$ cat src/rtl/avr_gpio_bank.sv
// Parametrised AVR-style GPIO bank: PORTS ports of WIDTH bits with PIN/DDR/PORT
// registers, two-flop input synchronisers and per-port pin-change interrupts.
module avr_gpio_bank #(
    parameter int unsigned WIDTH      = 8,
    parameter int unsigned PORTS      = 2,
    parameter logic [5:0]  BASE_ADDR  = 6'h03,
    parameter logic [5:0]  PCMSK_ADDR = 6'h20,
    parameter logic [5:0]  PCIFR_ADDR = 6'h1B,
    parameter logic [5:0]  PCICR_ADDR = 6'h28
) (
    input  logic                   clk,
    input  logic                   reset,
    input  logic [5:0]             io_addr,
    input  logic [7:0]             io_wdata,
    input  logic                   io_we,
    input  logic                   io_re,
    output logic [7:0]             io_rdata,
    output logic                   io_hit,
    input  logic [PORTS*WIDTH-1:0] pin_in,
    output logic [PORTS*WIDTH-1:0] port_out,
    output logic [PORTS*WIDTH-1:0] ddr_out,
    output logic                   irq
);

    // Addresses are compared in 7 bits so that groups running past 6'h3F
    // simply stop decoding instead of wrapping onto low addresses.
    localparam logic [6:0] BASE7 = {1'b0, BASE_ADDR};
    localparam logic [6:0] MSK7  = {1'b0, PCMSK_ADDR};
    localparam logic [6:0] IFR7  = {1'b0, PCIFR_ADDR};
    localparam logic [6:0] ICR7  = {1'b0, PCICR_ADDR};

    logic [PORTS-1:0][WIDTH-1:0] port_q;
    logic [PORTS-1:0][WIDTH-1:0] ddr_q;
    logic [PORTS-1:0][WIDTH-1:0] pcmsk_q;
    logic [PORTS-1:0][WIDTH-1:0] s1_q;
    logic [PORTS-1:0][WIDTH-1:0] s2_q;
    logic [PORTS-1:0][WIDTH-1:0] s3_q;
    logic [PORTS-1:0]            pcifr_q;
    logic [PORTS-1:0]            pcicr_q;
    logic                        irq_q;

    logic [6:0]       addr7;
    logic [PORTS-1:0] pin_sel;
    logic [PORTS-1:0] ddr_sel;
    logic [PORTS-1:0] prt_sel;
    logic [PORTS-1:0] msk_sel;
    logic             pcifr_sel;
    logic             pcicr_sel;
    logic [3:0]       grp_en;
    logic [6:0]       best_addr;

    logic [WIDTH-1:0] wdata_w;
    logic [PORTS-1:0] wdata_p;
    logic [PORTS-1:0] chg;
    logic [PORTS-1:0] pcifr_clr;
    logic [PORTS-1:0] pcifr_next;
    logic [PORTS-1:0] pcicr_next;

    function automatic logic [7:0] pad_w(input logic [WIDTH-1:0] v);
        pad_w = '0;
        pad_w[WIDTH-1:0] = v;
    endfunction

    function automatic logic [7:0] pad_p(input logic [PORTS-1:0] v);
        pad_p = '0;
        pad_p[PORTS-1:0] = v;
    endfunction

    assign addr7     = {1'b0, io_addr};
    assign wdata_w   = io_wdata[WIDTH-1:0];
    assign wdata_p   = io_wdata[PORTS-1:0];
    assign pcifr_sel = (addr7 == IFR7);
    assign pcicr_sel = (addr7 == ICR7);

    always_comb begin
        pin_sel = '0;
        ddr_sel = '0;
        prt_sel = '0;
        msk_sel = '0;
        for (int p = 0; p < PORTS; p++) begin
            pin_sel[p] = (addr7 == BASE7 + 7'(3 * p));
            ddr_sel[p] = (addr7 == BASE7 + 7'(3 * p + 1));
            prt_sel[p] = (addr7 == BASE7 + 7'(3 * p + 2));
            msk_sel[p] = (addr7 == MSK7 + 7'(p));
        end
    end

    // Overlapping regions resolve to the group whose first address is lowest;
    // grp_en is one-hot: 0 port regs, 1 PCMSK, 2 PCIFR, 3 PCICR.
    always_comb begin
        grp_en    = '0;
        best_addr = 7'h7F;
        if (|(pin_sel | ddr_sel | prt_sel)) begin
            grp_en    = 4'b0001;
            best_addr = BASE7;
        end
        if ((|msk_sel) && (MSK7 < best_addr)) begin
            grp_en    = 4'b0010;
            best_addr = MSK7;
        end
        if (pcifr_sel && (IFR7 < best_addr)) begin
            grp_en    = 4'b0100;
            best_addr = IFR7;
        end
        if (pcicr_sel && (ICR7 < best_addr)) begin
            grp_en    = 4'b1000;
        end
    end

    assign io_hit = (|grp_en) && (io_we || io_re);

    always_comb begin
        io_rdata = '0;
        for (int p = 0; p < PORTS; p++) begin
            if (grp_en[0] && pin_sel[p]) io_rdata = io_rdata | pad_w(s2_q[p]);
            if (grp_en[0] && ddr_sel[p]) io_rdata = io_rdata | pad_w(ddr_q[p]);
            if (grp_en[0] && prt_sel[p]) io_rdata = io_rdata | pad_w(port_q[p]);
            if (grp_en[1] && msk_sel[p]) io_rdata = io_rdata | pad_w(pcmsk_q[p]);
        end
        if (grp_en[2]) io_rdata = pad_p(pcifr_q);
        if (grp_en[3]) io_rdata = pad_p(pcicr_q);
    end

    // A change is seen only while s2 and s3 differ, so a mask enabled later
    // cannot pick up an edge that has already passed.
    always_comb begin
        chg = '0;
        for (int p = 0; p < PORTS; p++) begin
            chg[p] = |((s2_q[p] ^ s3_q[p]) & pcmsk_q[p]);
        end
    end

    always_comb begin
        pcifr_clr  = (io_we && grp_en[2]) ? wdata_p : '0;
        pcifr_next = chg | (pcifr_q & ~pcifr_clr);
        pcicr_next = (io_we && grp_en[3]) ? wdata_p : pcicr_q;
    end

    always_ff @(posedge clk or posedge reset) begin
        if (reset) begin
            port_q  <= '0;
            ddr_q   <= '0;
            pcmsk_q <= '0;
            s1_q    <= '0;
            s2_q    <= '0;
            s3_q    <= '0;
            pcifr_q <= '0;
            pcicr_q <= '0;
            irq_q   <= 1'b0;
        end else begin
            s1_q <= pin_in;
            s2_q <= s1_q;
            s3_q <= s2_q;
            for (int p = 0; p < PORTS; p++) begin
                if (io_we && grp_en[0] && ddr_sel[p]) ddr_q[p] <= wdata_w;
                if (io_we && grp_en[0] && prt_sel[p]) port_q[p] <= wdata_w;
                if (io_we && grp_en[0] && pin_sel[p]) port_q[p] <= port_q[p] ^ wdata_w;
                if (io_we && grp_en[1] && msk_sel[p]) pcmsk_q[p] <= wdata_w;
            end
            pcifr_q <= pcifr_next;
            pcicr_q <= pcicr_next;
            irq_q   <= |(pcifr_next & pcicr_next);
        end
    end

    assign port_out = port_q;
    assign ddr_out  = ddr_q;
    assign irq      = irq_q;

endmodule

$ cat config.mk
export PLATFORM = sky130hd
export DESIGN_NAME = avr_gpio_bank
export DESIGN_NICKNAME = d
export VERILOG_FILES = /design/src/rtl/avr_gpio_bank.sv
export SDC_FILE = /design/constraint.sdc
export NUM_CORES = 1
export LEC_CHECK = 0
export ABC_AREA = 1
export BUFFER_PORTS_ARGS = -buffer_cell sky130_fd_sc_hd__buf_2
export CORE_AREA = 2 2 128 130
export CTS_CLUSTER_SIZE = 10
export DETAILED_ROUTE_END_ITERATION = 6
export DIE_AREA = 0 0 130 132
export MAX_ROUTING_LAYER = met4
export PLACE_DENSITY = 0.46
export SYNTH_ARGS = -nofsm -noshare
export SYNTH_HDL_FRONTEND = slang
export SYNTH_SLANG_ARGS = --single-unit
$ cat constraint.sdc
create_clock -name clk -period 5.42 [get_ports clk]
set_input_delay 1.626 -clock clk [delete_from_list [all_inputs] [get_ports clk]]
set_output_delay 1.626 -clock clk [all_outputs]
set_load 0.05 [all_outputs]
# After elaboration in Yosys (flattened, before gate mapping)
# Cells that the tools add are included.
# totals
n_memories,0
ram_bits,0
in_bits,34
register_bits,101
rom_bits,0
latch_bits,0
output_inout_bits,42
# classes
n_reduce_logical,33
n_eq_ne,10
magnitude_cmp,3
multipliers,0
bitwise_logic,19
n_addsub,0
div_mod_pow,0
shifts,0
mux,23
# op_table
operator,n
$mux W8,14
$or A8 B8 Y8,7
$xor A8 B8 Y8,4
$eq A6 B3 Y1 const B,4
$logic_and A1 B1 Y1,24
$mux W7,3
$eq A6 B6 Y1 const B,3
$and A8 B8 Y8,2
$reduce_or A8 Y1,2
$lt A6 B7 Y1 const A,2
$mux W4,3
$lt A5 B7 Y1 const A,1
$eq A6 B2 Y1 const B,1
$eq A6 B4 Y1 const B,1
$eq A6 B5 Y1 const B,1
$or A2 B2 Y2,3
$reduce_or A2 Y1,3
$and A2 B2 Y2,2
$mux W2,2
$reduce_bool A2 Y1,2
$reduce_or A4 Y1,1
$not A2 Y2,1
$logic_or A1 B1 Y1,1
$mux W1,1

# Longest topological paths before layout
# depth
ltp_word,32
depth_mapped,9
mapped_depth_nobuf,9

# Worst setup path before layout
# OpenSTA, ideal clock, no wires.
# synth_path
kind,input-to-output
start,in io_we
end,out io_hit
n_path_buf,2
required_ns,3.794
arrival_ns,2.964
path_slack_ns,0.830
stages,4
cell_sequence,buf_2 -> clkbuf_1 -> nor2_1 -> a21oi_1
# synth_via
elab_chain_cells,2
# synth_lines
item,line_no,rtl
start: declaration,15,"input logic io_we,"
$logic_or A1 B1 Y1,110,assign io_hit = (|grp_en) && (io_we || io_re);
$logic_and A1 B1 Y1,110,
end: declaration,18,"output logic io_hit,"
# No other way between the ends.

# Worst setup path after layout
# layout_path
start,in io_addr[0]
end,out io_rdata[6]
# layout_via
elab_chain_cells,32
# layout_lines
item,line_no,rtl
start: declaration,13,"input logic [5:0] io_addr,"
"$eq A6 B2 Y1, or another cell as far along",81,pin_sel[p] = (addr7 == BASE7 + 7'(3 * p));
$or A2 B2 Y2 (2 in series),93,if (|(pin_sel | ddr_sel | prt_sel)) begin
$reduce_or A2 Y1,93,
$mux W7,93,
$lt A6 B7 Y1,97,if ((|msk_sel) && (MSK7 < best_addr)) begin
$logic_and A1 B1 Y1,97,
$mux W7,97,
$lt A5 B7 Y1,101,if (pcifr_sel && (IFR7 < best_addr)) begin
[... 15 more ...],-,
$or A8 B8 Y8,116,if (grp_en[0] && ddr_sel[p]) io_rdata = io_rdata | pad_w(ddr_q[p]);
$mux W8,116,
$or A8 B8 Y8,117,if (grp_en[0] && prt_sel[p]) io_rdata = io_rdata | pad_w(port_q[p]);
$mux W8,117,
$or A8 B8 Y8,118,if (grp_en[1] && msk_sel[p]) io_rdata = io_rdata | pad_w(pcmsk_q[p]);
$mux W8,118,
$mux W8,120,if (grp_en[2]) io_rdata = pad_p(pcifr_q);
$mux W8 *,121,if (grp_en[3]) io_rdata = pad_p(pcicr_q);
end: declaration,17,"output logic [7:0] io_rdata,"
# Every way passes the cells marked *; elsewhere a longest branch is shown, timed or not.

==> flow_metrics.env <==
export IMPL_run_status="finished, final reports clean"
export IMPL_rows=46
export IMPL_setup_tns_ps=0
export IMPL_grt_antenna_before_repair=0
export IMPL_cts_buffers=9
export IMPL_r2r_start="s2_q[6]"
export IMPL_path_depth=9
export IMPL_final_hold_viol_count=0
export IMPL_grt_pass1_vias=3738
export IMPL_startpoint="io_addr[0]"
export IMPL_nets=652
export IMPL_io_pins=76
export IMPL_final_common_cell="nand2_1"
export IMPL_max_freq_mhz=216
export IMPL_syn_cell_area_sq_um=4530
export IMPL_fin_skew_ps=3.74
export IMPL_final_cell_mix="nand2_1 (193), dfrtp_1 (101), buf_2 (75)"
export IMPL_critPathCapture="io_rdata[6]"
export IMPL_cts_buffer_depth=2
export IMPL_startpoint_type="input pin"
export IMPL_die_x_microns=130
export IMPL_syn_num_nets=572
export IMPL_groute_usage_overall=0.170
export IMPL_min_path_type="flop to flop"
export IMPL_clk_pin_slew_ps=70
export IMPL_finalCritPeriodShare=0.855
export IMPL_fin_cells=838
export IMPL_critical_path_max_stage_delay_ps=290
export IMPL_layout_setup_ws_ps=783
export IMPL_initial_core_util=0.288
export IMPL_core_area_sq_um=15700
export IMPL_final_area_sq_um=5430
export IMPL_end_kind="primary output"
export IMPL_ctsHoldBuffers=0
export IMPL_cts_tree="yes"
export IMPL_worstPathArrival_ps=3010
export IMPL_crit_required_ps=3790
export IMPL_power_density_nw_per_um2=350
export IMPL_worstMarginPinSlew_ps=951
export IMPL_crit_fanout=8
export IMPL_gr_total_overflow=0
export IMPL_clock_sinks=101
export IMPL_cts_htree_levels=3
export IMPL_vdd_drop_max_mv=0.168
export IMPL_ctsResizeCount=0
export IMPL_wl_per_cell_microns=16.1
export IMPL_synth_seq_cells=101
export IMPL_crit_slowest_cell="nor2_2"
export IMPL_cts_root_buffer="clkbuf_16"
export IMPL_drt_iter0_drc=316
export IMPL_die_y_microns=132
export IMPL_setup_viol=0
export IMPL_grt_pass1_wl_microns=21300
export IMPL_whs_ps=347
export IMPL_syn_inst=538
export IMPL_placed_cells=823
export IMPL_antennaDiodeCount=0
export IMPL_worstReg2RegEnd="irq"
export IMPL_drv_slew=0
export IMPL_syn_avg_cell_area_sq_um=8.42
export IMPL_gp_congestion=0.886
export IMPL_seq_area_frac_synth=0.558
export IMPL_r2r_cells=7
export IMPL_clk_insertion_delay_late_ps=350
export IMPL_drt_wl_total_microns=13500
export IMPL_area_growth_pct=19.8
export IMPL_path_cells="buf_2 -> nor2_2 -> nand3_1 -> inv_1 -> nand2_1 -> nand2_1 -> nor2_1 -> nand4_1 -> buf_2"
export IMPL_ys_types=24
export IMPL_final_layout_size_suffix_gt1_frac=0.214
export IMPL_postRouteAntennaNets=0
export IMPL_rsz0062_at_grt="false"
export IMPL_vias=3869
export IMPL_grt_max_degree=78
export IMPL_first_pass_iters=5
export IMPL_yosys_warnings=0
export IMPL_rrSetupSlack_ps=3960
export IMPL_post_cts_buffers=0
export IMPL_cp_top_family="simple AND/OR/NAND/NOR gates"
export IMPL_post_dp_hpwl_microns=10300
export IMPL_power_leakage_nw=2.75
export IMPL_vias_per_cell=4.62
export IMPL_pre_cts_ws_ps=782
export IMPL_fin_crit_ps=4640
export IMPL_drc_errors=0
export IMPL_dieArea_sq_um=17200
export IMPL_io_buffers=75
export IMPL_drv_cap=0
export IMPL_timing_critical_path_buf_inv=3
export IMPL_place_area_sq_um=5150
export IMPL_critPathKind="input pin to primary output"
export IMPL_slew_headroom=0.366
==> cell type report <==
class	count	area [sq um]
well taps	216	270
clock inverters	4	33.8
clock buffers	11	243
multi-input cells	385	1790
flip-flops and latches	101	2530
fillers	1710	10300
inverters	42	160
repair buffers	79	405
==> power breakdown <==
group	total, mW	internal, mW	switching, mW
sequential	0.918	0.832	0.0859
combinational	0.376	0.0920	0.284
clock	0.609	0.325	0.284
==> synth_stat cells (all sizes together) <==
library cell	number	area, sq um
or2	13	81.3
nand2	202	791
nor2	35	176
nand4	22	138
inv	42	158
a21oi	3	26.3
buf	8	48.8
nand3	57	285
xnor2	2	17.5
clkbuf	2	7.51
o21ai	46	230
xor2	5	43.8
dfrtp	101	2530
==> through the flow <==
stage / power (mW) / util
finish: 1.90 / 0.346
global route: 2.00 / 0.346
CTS: 1.93 / 0.346
detailed placement: 1.31 / 0.328
global placement: 1.31 / 0.328
floorplan: 1.18 / -
==> flip-flops by register name, indices dropped and copies added, names as in the netlist <==
| name | count |
|---|---|
| ddr_out | 16 |
| pcmsk_q | 16 |
| port_out | 16 |
| s1_q | 16 |
| s2_q | 16 |
| s3_q | 16 |
| pcicr_q | 2 |
| pcifr_q | 2 |
| irq | 1 |
==> layer usage <==
metal,vias to the layer above,GRT usage,share of wire
met5,-,-,0
met4,0,0.0448,0.016
met3,12,0.0394,0.048
met2,114,0.247,0.45
met1,1845,0.239,0.49
li1,1898,-,-
==> worst reg2reg max path: cells and delay by family (launching register included) <==
family | cells | cell delay, ps
and+or+nand+nor | 7 | 940
DFF | 1 | 420
==> kinds of logic after synthesis <==
group / after synthesis / share of synthesized area
buf+inv: 52 / 0.0472
simple gates: 329 / 0.325
compound gates: 49 / 0.0566
flops: 101 / 0.558
xor+xnor: 7 / 0.0135
==> worst min-delay path by stage <==
stage                     startpoint       end  slack (ps)  cells after the start
final                       s1_q[11]  s2_q[11]         350                      0
after global routing        s1_q[11]  s2_q[11]         360                      0
after CTS                   s1_q[11]  s2_q[11]         350                      0
after detailed placement     s1_q[0]   s2_q[0]         330                      0
after global placement       s1_q[2]   s2_q[2]         330                      0
after floorplan              s1_q[0]   s2_q[0]         330                      0
(Power assumes the default switching activity.)
